<file path="src/rtl/serial_adder.sv">
// serial_adder: bit-serial {cout,sum} = a + b + cin, LSB first, one full-adder cell.
// Define SERIAL_ADDER_SUB_EN to add the sub port (a - b via ~b and forced carry-in).
module serial_adder #(
  parameter int WIDTH = 8
) (
  input  logic             clk,
  input  logic             rst,
  input  logic             start,
  input  logic [WIDTH-1:0] a,
  input  logic [WIDTH-1:0] b,
  input  logic             cin,
`ifdef SERIAL_ADDER_SUB_EN
  input  logic             sub,
`endif
  output logic [WIDTH-1:0] sum,
  output logic             cout,
  output logic             busy,
  output logic             done
);
  localparam int CW = $clog2(WIDTH) + 1;
  typedef enum logic {IDLE, RUN} state_t;
  state_t state_q, state_d;
  logic [WIDTH-1:0] a_q, a_d, b_q, b_d, res_q, res_d, sum_q, sum_d;
  logic [CW-1:0] cnt_q, cnt_d;
  logic c_q, c_d, cout_q, cout_d, done_q, done_d;
  logic accept, run, last, s, co, sub_w;
`ifdef SERIAL_ADDER_SUB_EN
  assign sub_w = sub;
`else
  assign sub_w = 1'b0;
`endif
  assign run    = state_q == RUN;
  assign accept = start && state_q == IDLE;
  assign last   = cnt_q == CW'(WIDTH - 1);
  always_ff @(posedge clk) begin
    if (rst) state_q <= IDLE;
    else     state_q <= state_d;
  end
  always_comb begin
    state_d = run ? (last ? IDLE : RUN) : (accept ? RUN : IDLE);
  end
  always_comb begin
    busy = run;
    done = done_q;
    sum  = sum_q;
    cout = cout_q;
  end
  // The single full-adder cell; result bits enter at the MSB so bit 0 ends up in place.
  always_comb begin
    s      = a_q[0] ^ b_q[0] ^ c_q;
    co     = (a_q[0] & b_q[0]) | (c_q & (a_q[0] ^ b_q[0]));
    a_d    = accept ? a : run ? a_q >> 1 : a_q;
    b_d    = accept ? (sub_w ? ~b : b) : run ? b_q >> 1 : b_q;
    c_d    = accept ? (sub_w | cin) : run ? co : c_q;
    cnt_d  = accept ? '0 : run ? cnt_q + CW'(1) : cnt_q;
    res_d  = run ? ((res_q >> 1) | (WIDTH'(s) << (WIDTH - 1))) : res_q;
    sum_d  = (run && last) ? res_d : sum_q;
    cout_d = (run && last) ? co : cout_q;
    done_d = run && last;
  end
  always_ff @(posedge clk) begin
    if (rst) begin
      a_q    <= '0;
      b_q    <= '0;
      res_q  <= '0;
      sum_q  <= '0;
      cnt_q  <= '0;
      c_q    <= 1'b0;
      cout_q <= 1'b0;
      done_q <= 1'b0;
    end else begin
      a_q    <= a_d;
      b_q    <= b_d;
      res_q  <= res_d;
      sum_q  <= sum_d;
      cnt_q  <= cnt_d;
      c_q    <= c_d;
      cout_q <= cout_d;
      done_q <= done_d;
    end
  end
endmodule

</file>
<file path="config.mk">
export PLATFORM = sky130hd
export DESIGN_NAME = serial_adder
export DESIGN_NICKNAME = d
export VERILOG_FILES = /design/src/rtl/serial_adder.sv
export SDC_FILE = /design/constraint.sdc
export NUM_CORES = 1
export LEC_CHECK = 0
export CAP_MARGIN = 20
export CORE_MARGIN = 1
export CORE_UTILIZATION = 50
export DETAILED_ROUTE_END_ITERATION = 6
export PLACE_DENSITY = 0.87
export REMOVE_ABC_BUFFERS = 1
export SYNTH_ARGS = -nofsm -noshare
export SYNTH_HDL_FRONTEND = slang
export SYNTH_SLANG_ARGS = --single-unit
</file>
<file path="constraint.sdc">
create_clock -name clk -period 1.5 [get_ports clk]
set_input_delay 0.225 -clock clk [delete_from_list [all_inputs] [get_ports clk]]
set_output_delay 0.225 -clock clk [all_outputs]
set_load 0.03 [all_outputs]
</file>
==> results.yml, run 1 <==
power_and_ir_drop:
  power.density_nw_per_um2: 1060
  p_sw_share_pct: 20.8
  vdd_drop_max_v: 0.000791
  p_sw_w: 0.000458
  power_leakage_nw: 0.896
  seq_power_share_pct: 51.0
  p_int_w: 0.00175
  combPwrFrac_pct: 10.7
  clock_power_share_pct: 38.3
clock_tree:
  cts_tree: "yes"
  htree_levels: 2
  cts_max_path_buffers: 2
  post_cts_buffers: 0
  cts_num_sinks: 40
  clk_pin_slew_ps: 110
  root_buffer: "clkbuf_4"
  cts_buffers: 5
  cts_hold_buffers: 0
  clk_latency_ps: 350
placement:
  post-place-ws_ps: -48.6
  globalplace.congestion: 0.674
  dpl.cell_count: 219
  placed_area_um2: 1990
  io_buffers: 30
  place.detailed.hpwl_um: 2260
critical_path:
  r2r-end: "sum[2]$_SDFFE_PP0P_"
  slowest_delay_ps: 360
  cp_num_buf_inv: 0
  crit_path_top_delay_cell: "dfxtp_1"
  cp-start-kind: "register"
  reg2reg_depth: 4
  cp.depth: 4
  worst-r2r-setup-slack_ps: 100
  worst-path-max-fanout: 9
  worstPathRequired_ps: 1800
  critical_path_class: "register to register"
  path_delay_family: "simple AND/OR/NAND/NOR gates"
  crit_start: "cnt_q[0]$_SDFFE_PP0P_"
  r2r_start: "cnt_q[0]$_SDFFE_PP0P_"
  worst_setup_path_end_kind: "register"
  critPathCapture: "sum[2]$_SDFFE_PP0P_"
  path_cells: "ha_1 > and4b_4 > nor2_2 > o22a_1"
  arrival_ps: 1700
logic_synthesis:
  yosys.area_share.simple_pct: 10.3
  synth_xor_area_share_pct: 0.532
  synth_adder_area_share_pct: 1.98
  synthCells: 147
  ys_seq_area_share_pct: 48.7
  synth_area_um2: 1650
  synth-seq-cells: 40
  synth_compound_area_share_pct: 7.30
  avgSynthCellArea_um2: 11.2
  ys_types: 23
  synth_mux_area_share_pct: 26.1
  ys_warn_count: 0
  synth_top_family_by_area: "multiplexers"
layout:
  drive_gt1_share_pct: 22.5
  nets: 204
  final_cell_area_um2: 2080
  mostFrequentLayoutCell: "dfxtp_1"
  final_cell_mix: "39 x dfxtp_1, 27 x nor2_1, 26 x mux2i_1"
  syn2layout_area_growth_pct: 26.2
  fin_cells: 226
  fill_cells: 239
  diodes: 0
floorplanning:
  dieArea_um2: 3520
  ios: 31
  floorplan.initialDensity_pct: 53.5
  core_area_um2: 3080
  rows: 20
  die_height_um: 59.4
  die_width_um: 59.4
timing:
  rsz0062_at_grt: "no"
  fin_setup_tns_ps: 0
  tightest_slew_ps: 393
  max_freq_mhz: 713
  slew_headroom_pct: 73.8
  fin_ws_ps: 97.6
  whs_ps: 490
  setup_viol: 0
  fin_skew_ps: 8.75
  period_needed_ps: 1400
  min_period_over_period_pct: 93.5
  hold_violations: 0
  drv_slew: 0
routing:
  dr_wl_met2_um: 1540
  wl_per_cell_um: 13.1
  firstDrtPassIters: 4
  ant_nets: 0
  vias: 1168
  drtIter0Drc: 55
  drc: 0
  wl_um: 2970
  viasPerCell: 5.17
  wl_met1_um: 1260
  wl_met3_um: 144
  maxUsedRoutingLayer: "met4"
global_route:
  antenna_found_initial: 0
  grt_util_all_layers_pct: 19.3
  grt_pass1_wl_um: 4950
  gr-total-overflow: 0
  first_global_vias: 1154
  grt_max_degree: 22
worst_hold_path:
  hold_depth: 1
  hold_class: "register to register"
outcome:
  status: "finished clean"
flow_run:
  maxCapViolCount: 0
==> power by group through the flow <==
| stage | clock network, W | registers (W) | logic [W] |
|---|---|---|---|
| floorplan | 0 | 0.00116 | 0.000110 |
| global placement | 0 | 0.00115 | 0.000228 |
| detailed placement | 0 | 0.00115 | 0.000238 |
| CTS | 0.000865 | 0.00113 | 0.000239 |
| global route | 0.000906 | 0.00113 | 0.000257 |
| finish | 0.000846 | 0.00113 | 0.000237 |
==> cell type report <==
cell class / count / area, um^2 / area share [%]
inverters: 1 / 3.75 / 0.181
well taps: 44 / 55.1 / 2.65
clock buffers: 5 / 37.5 / 1.81
clock inverters: 2 / 60.1 / 2.89
repair buffers: 38 / 358 / 17.2
flip-flops and latches: 40 / 802 / 38.6
multi-input cells: 96 / 761 / 36.6
==> per-layer routing <==
layer	global-route usage, %	vias up
li1	-	588
met5	0	-
met3	6.55	3
met1	21.5	549
met4	6.12	0
met2	34.3	28
==> cells by family (layout without fill, tap and decap cells) <==
family                     after synthesis  in the layout
xor gates and xnor gates                 1              1
DFF                                     40             40
and+or+nand+nor                         37             37
buffers and inverters                   11             46
adders and majority gates                2              2
AOI/OAI and AO/OA                       15             15
muxes                                   41             41
==> synthesized netlist by cell type <==
master / instances / share of area [%]
a21oi_1: 4 / 1.2
nor3_1: 3 / 0.91
nor2_1: 27 / 6.2
nand3_1: 1 / 0.30
nor3b_1: 3 / 1.4
buf_6: 5 / 3.4
nor2_2: 1 / 0.38
and4b_4: 1 / 0.84
nor2b_1: 1 / 0.38
ha_1: 1 / 0.76
mux2_2: 15 / 10
dfxtp_1: 40 / 49
xor2_1: 1 / 0.53
o21ai_0: 1 / 0.30
inv_1: 1 / 0.23
buf_2: 4 / 1.2
o22a_2: 7 / 4.3
fa_1: 1 / 1.2
o22a_1: 1 / 0.53
clkbuf_1: 1 / 0.23
a41oi_1: 1 / 0.53
o21a_1: 1 / 0.46
mux2i_1: 26 / 16
==> sequential cells by signal, indices dropped and copies added (netlist names) <==
signal  flops
busy        1
sum         8
cnt_q       4
res_q       8
b_q         8
c_q         1
done        1
cout        1
a_q         8
==> worst min path at each step <==
stage	from	endpoint	slack, ps
after floorplan	rst	done$_SDFF_PP0_	300
after global placement	sum[2]$_SDFFE_PP0P_	sum[2]$_SDFFE_PP0P_	460
after detailed placement	sum[3]$_SDFFE_PP0P_	sum[3]$_SDFFE_PP0P_	470
after CTS	sum[3]$_SDFFE_PP0P_	sum[3]$_SDFFE_PP0P_	500
after global routing	sum[4]$_SDFFE_PP0P_	sum[4]$_SDFFE_PP0P_	520
final	sum[3]$_SDFFE_PP0P_	sum[3]$_SDFFE_PP0P_	490
==> stage by stage <==
stage | power, W | utilization (%)
6_report | 0.00221 | 67.5
5_1_grt | 0.00230 | 67.5
4_1_cts | 0.00223 | 67.5
3_5_place_dp | 0.00139 | 64.7
3_3_place_gp | 0.00138 | 64.7
2_1_floorplan | 0.00127 | -
==> worst reg2reg max path, delay by kind of cell, from the launching register on <==
kind	cells	cell delay [ps]
and+or+nand+nor	2	550
DFF	1	360
AOI/OAI and AO/OA	1	220
adders and majority gates	1	230
==> what timing repair did <==
action	CTS	global route
gates resized for setup	10	0
setup endpoints to repair	10	0
hold endpoints to repair	0	0
Note: power is estimated with default switching activity, not from simulation.
==> run 2, diff against run 1 <==
- CTS_CLUSTER_SIZE: not set -> 28
- HOLD_SLACK_MARGIN: not set -> 0.08
==> results of run 2 <==
No change in the layout: final DEF, timing and power equal those of run 1.
